--- src/rtl/instr_sequencer.sv ---
// Four-state instruction sequencer: accepts one 8-bit instruction, walks DECODE/EXECUTE/WRITEBACK, counts retires.
// Latency: accept at edge T, we in cycle after T+2, ready again after T+3 (NOP after T+2); ready only in IDLE.
module instr_sequencer #(
    parameter int CNT_W = 8
) (
    input  logic             clk,
    input  logic             reset,
    input  logic             instr_valid,
    input  logic [7:0]       instr,
    output logic             instr_ready,
    output logic [1:0]       src_a,
    output logic [1:0]       src_b,
    output logic [1:0]       alu_op,
    output logic [1:0]       dest_reg,
    output logic             we,
    output logic             busy,
    output logic             done,
    output logic [CNT_W-1:0] instr_count
);

    typedef enum logic [1:0] {
        IDLE      = 2'd0,
        DECODE    = 2'd1,
        EXECUTE   = 2'd2,
        WRITEBACK = 2'd3
    } state_t;

    localparam logic [1:0] OP_NOP = 2'b11;

    state_t     state, state_nxt;
    logic [7:0] instr_q, instr_q_nxt;

    always_comb begin
        state_nxt   = state;
        instr_q_nxt = instr_q;
        case (state)
            IDLE: begin
                if (instr_valid) begin
                    state_nxt   = DECODE;
                    instr_q_nxt = instr;
                end
            end
            DECODE:    state_nxt = EXECUTE;
            EXECUTE:   state_nxt = (instr_q[7:6] == OP_NOP) ? IDLE : WRITEBACK;
            WRITEBACK: state_nxt = IDLE;
            default:   state_nxt = IDLE;
        endcase
    end

    // Outputs are registered from the next state, so they always reflect the current state and instr_q.
    always_ff @(posedge clk) begin
        if (reset) begin
            state       <= IDLE;
            instr_q     <= 8'd0;
            instr_count <= '0;
            instr_ready <= 1'b1;
            busy        <= 1'b0;
            src_a       <= 2'd0;
            src_b       <= 2'd0;
            alu_op      <= 2'd0;
            dest_reg    <= 2'd0;
            we          <= 1'b0;
            done        <= 1'b0;
        end else begin
            state       <= state_nxt;
            instr_q     <= instr_q_nxt;
            if (done) begin
                instr_count <= instr_count + 1'b1;
            end
            instr_ready <= (state_nxt == IDLE);
            busy        <= (state_nxt != IDLE);
            src_a       <= (state_nxt != IDLE) ? instr_q_nxt[3:2] : 2'd0;
            src_b       <= (state_nxt != IDLE) ? instr_q_nxt[1:0] : 2'd0;
            dest_reg    <= (state_nxt != IDLE) ? instr_q_nxt[5:4] : 2'd0;
            alu_op      <= (state_nxt == EXECUTE) ? instr_q_nxt[7:6] : 2'd0;
            we          <= (state_nxt == WRITEBACK);
            done        <= (state_nxt == WRITEBACK) ||
                           ((state_nxt == EXECUTE) && (instr_q_nxt[7:6] == OP_NOP));
        end
    end

endmodule

--- config.mk ---
export PLATFORM = sky130hd
export DESIGN_NAME = instr_sequencer
export DESIGN_NICKNAME = d
export VERILOG_FILES = /design/src/rtl/instr_sequencer.sv
export SDC_FILE = /design/constraint.sdc
export NUM_CORES = 1
export LEC_CHECK = 0
export CAP_MARGIN = 10
export CELL_PAD_IN_SITES_DETAIL_PLACEMENT = 1
export CELL_PAD_IN_SITES_GLOBAL_PLACEMENT = 1
export CORE_MARGIN = 4
export CORE_UTILIZATION = 39
export CTS_BUF_LIST = sky130_fd_sc_hd__clkbuf_8
export DETAILED_ROUTE_END_ITERATION = 6
export PLACE_DENSITY = 0.89
export SYNTH_ARGS = -nofsm -noshare
export SYNTH_HDL_FRONTEND = slang
export SYNTH_SLANG_ARGS = --single-unit
--- constraint.sdc ---
create_clock -name clk -period 2.4 [get_ports clk]
set_input_delay 0.72 -clock clk [delete_from_list [all_inputs] [get_ports clk]]
set_output_delay 0.72 -clock clk [all_outputs]
set_load 0.03 [all_outputs]
; Word level (Yosys, flattened, before mapping)
; Cells that the tools add are included.
[totals]
output_inout_bits = 20
inputBits = 11
ff_bits = 30
word_cells = 33
[classes]
eq_ne = 7
n_reduce_logical = 7
bitwise_logic = 2
n_mux = 5
n_addsub = 1
[ops]
columns = cell, n
row1 = $mux W8, 2
row2 = $eq A2 B2 Y1 const B, 6
row3 = $add A8 B1 Y8 const B, 1
row4 = $pmux W2 S4, 1
row5 = $logic_not A2 Y1, 2
row6 = $mux W2, 2
row7 = $reduce_or A2 Y1, 2
row8 = $eq A2 B1 Y1 const B, 1
row9 = $not A1 Y1, 2
row10 = $reduce_bool A2 Y1, 1
row11 = $logic_and A1 B1 Y1, 1
row12 = $logic_or A1 B1 Y1, 1

; Longest topological paths before layout
[depth]
word_depth = 6
mapped_depth = 4
ltp_nobuf = 4

; Worst setup path before layout
; OpenSTA, ideal clock, no wires.
[synth_timing]
kind = input -> register
from = in instr_valid
to = reg src_a[1]
stages = 4
slack_ns = 0.952
n_path_buf = 1
t_required_ns = 2.269
arrival_time_ns = 1.316
setup_time_ns = 0.131
path_cell_list = nor3b_2 > buf_6 > mux2i_1 > nor3_1
[synth_via]
elab_chain_cells = 5
elab_cells_between_ends = 7
classes_between = mux: 4 / bitwise: 1 / reduce/logical: 2
[synth_lines]
columns = element, line
row1 = from (decl), 8  ; input logic instr_valid,
row2 = $mux W2, 38  ; if (instr_valid) begin
row3 = $pmux W2 S4, 36  ; case (state)
row4 = $reduce_bool A2 Y1, 72  ; src_a <= (state_nxt != IDLE) ? instr_q_nxt[3:2] : 2'd0;
row5 = $not A1 Y1 (no line), n/a
row6 = $reduce_or A2 Y1 (no line), n/a
row7 = to (signal assigned), 72
row8 = to (decl), 11  ; output logic [1:0] src_a,
; Several ways; a longest one is shown, not always the timed one.
; A chain may end at the register's enable or synchronous reset.

; Final worst setup path
[layout_timing]
from = reg done
to = out done
[layout_lines]
columns = element, line
row1 = from (decl), 17  ; output logic done,
row2 = from (signal assigned), 77  ; done <= (state_nxt == WRITEBACK) ||
; No word-level cell between the ends.

==> impl_metrics.toml <==
[global_routing]
grt_antenna_before_repair = 0
met1_usage_pct = 17.5
grtUsageTotal_pct = 14.7
gr-max-usage-layer = "met2"
grt_pass1_vias = 837
grt_max_degree = 22
gr-usage-met2_pct = 23.8
grt_pass1_wl_um = 3820
overflow = 0
use_met3_pct = 4.75

[clock_tree]
cts_hold_buf = 0
cts_tree = "done"
cts_root_buf = "clkbuf_8"
postCtsSetupBuffers = 0
ctsResizeCount = 0
clk_pin_slew_ns = 0.06
cts.htree.levels = 2
clockBufferDepth = 2
cts_buffers = 5
clock_latency_ns = 0.27
cts.sinks = 30

[min_path]
hold_path_startpoint = "instr_count[7]$_SDFFE_PP0P_"
min_to = "instr_count[7]$_SDFFE_PP0P_"
holdPathStages = 2
min_path_type = "flop to flop"

[placement]
place_area_um2 = 1380
place.gp.congestion = 0.726
dp_slack_ns = 0.313
place_hpwl_um = 1730
io_buffer_count = 30

[routing]
drtAntennaViolNets = 0
drc_errors = 0
first_pass_iters = 5
via_per_inst = 4.99
num_vias = 823
wl_per_cell_um = 14.3
routed_wl_um = 2360
drt_iter0_markers = 17

[logic_synthesis]
avgSynthCellArea_um2 = 10.5
synth_top_area_cell = "dfxtp_1"
ys_seq_area_share_pct = 56.9
ys.warnings.count = 0
synth.top_cell.area_share_pct = 56.9
synth-main-ff-cell = "dfxtp_1"
async_reset_ff_share_pct = 0
ys_top_cells_by_count = "dfxtp_1 (30), nor2_1 (16), mux2i_1 (9)"
netlist_area_um2 = 1060
synth_area_leaders = "dfxtp_1 (57%), mux2i_1 (8.5%), nor2_1 (5.7%)"
synth-edff-count = 0
ys_ff_latch = 30
synth_most_common_cell = "dfxtp_1"
ys_types = 29
syn-num-nets = 113
synthCells = 101

[worst_setup_path]
path_delay_family = "buffers and inverters"
rrSetupSlack_ns = 1.10
cpPeakStageDelay_ns = 0.74
cp.required_ns = 1.68
worstPathArrival_ns = 1.51
end_kind = "primary output"
critPathSlowestCell = "clkdlybuf4s50_1"
crit_type = "flop to primary output"
worst_setup_path_start_kind = "flop"
reg2reg_to = "instr_count[6]$_SDFFE_PP0P_"
cp.depth = 1
path_buf_inv = 1
ff2ff_path_depth = 4
r2r-start = "instr_count[0]$_SDFFE_PP0P_"
crit_fanout = 7
crit_chain = "clkdlybuf4s50_1"

[run_status]
status = "finished clean"

[sta]
worst_pin_slew_ns = 0.390
hold_violations = 0
clock.fmax_mhz = 449
relSlewSlack_pct = 73.9
setup_tns_ns = 0
maxSlewViolCount = 0
rsz0062_at_grt = "false"
fin_ws_ns = 0.172
finClkSkew_ns = 0.00147
period_needed_ns = 2.23
finalCritPeriodShare_pct = 92.8
report.final.setup_viol = 0

[floorplan]
die-area_um2 = 3600
core_area_um2 = 2520
io_pins = 31
die_w_um = 60.0
die_y_um = 60.0
row_count = 18
start_util_pct = 41.9

[run]
cap_violations = 0

[final_layout]
reg_top3 = "instr_count x8, instr_q x8"
final_cell_area_um2 = 1450
syn_to_final_growth_pct = 37.7
drive_above_1_share_pct = 8.15
antenna_cells = 0
nets = 147

[power]
power.leakage_nw = 0.560
ir_drop_uv = 622
powerDensity_nw_per_um2 = 742
## layer usage
metal | routed length [µm] | share of wire (%)
met2 | 1200 | 51
met5 | 0 | 0
met4 | 25 | 1.1
met1 | 986 | 42
met3 | 148 | 6.3
## cells by family (layout without fill, tap and decap cells)
group	Yosys count	in the layout	share of synthesized area, %
compound gates	10	10	5.80
xor+xnor	4	4	3.32
fa+ha+maj	1	1	1.18
buf+inv	6	40	3.32
flops	30	30	56.9
mux	9	9	8.53
simple gates	41	41	21.0
## stage by stage
step	hold slack (ns)	util (%)	power, mW	std cells
after floorplan	0.452	-	0.667	101
after global placement	0.468	54.6	0.724	158
after detailed placement	0.487	54.6	0.734	158
after CTS	0.495	57.6	1.09	165
after global routing	0.518	57.6	1.13	165
final	0.490	57.6	1.08	165
## cells in the final DEF, fill, tap and decap left out, types with 2 or more instances in the layout
| cell type | netlist | routed |
|---|---|---|
| dfxtp_1 | 30 | 30 |
| clkdlybuf4s50_1 | 0 | 30 |
| nor2_1 | 16 | 16 |
| mux2i_1 | 9 | 9 |
| nor3_1 | 6 | 6 |
| clkbuf_8 | 0 | 5 |
| nand2_1 | 4 | 4 |
| a21oi_1 | 4 | 4 |
| o21ai_0 | 3 | 3 |
| or3_1 | 3 | 3 |
| xor2_1 | 3 | 3 |
| and2_1 | 2 | 2 |
| nand4_1 | 2 | 2 |
| nand3_1 | 2 | 2 |
| inv_1 | 0 | 2 |
| buf_4 | 1 | 2 |
## how the worst max path moves through the flow
stage                    startpoint                      to  slack, ns
floorplan               instr_valid     src_a[1]$_SDFF_PP0_       0.95
global placement        instr_valid  dest_reg[1]$_SDFF_PP0_       0.39
detailed placement      instr_valid     src_b[1]$_SDFF_PP0_       0.31
CTS                 done$_SDFF_PP0_                    done       0.15
global route        done$_SDFF_PP0_                    done       0.08
finish              done$_SDFF_PP0_                    done       0.17
## power by group
group	switching (mW)	internal (mW)
registers	0.0208	0.531
logic	0.0930	0.0783
clock network	0.165	0.190
## area by class of cell
| cell class | instances | area (µm²) |
|---|---|---|
| inverters | 1 | 3.75 |
| flip-flops and latches | 30 | 601 |
| fillers | 299 | 1070 |
| clock inverters | 2 | 7.51 |
| well taps | 30 | 37.5 |
| clock buffers | 5 | 68.8 |
| repair buffers | 32 | 315 |
| multi-input cells | 65 | 420 |
No activity file was read; power rests on OpenSTA's default activity.
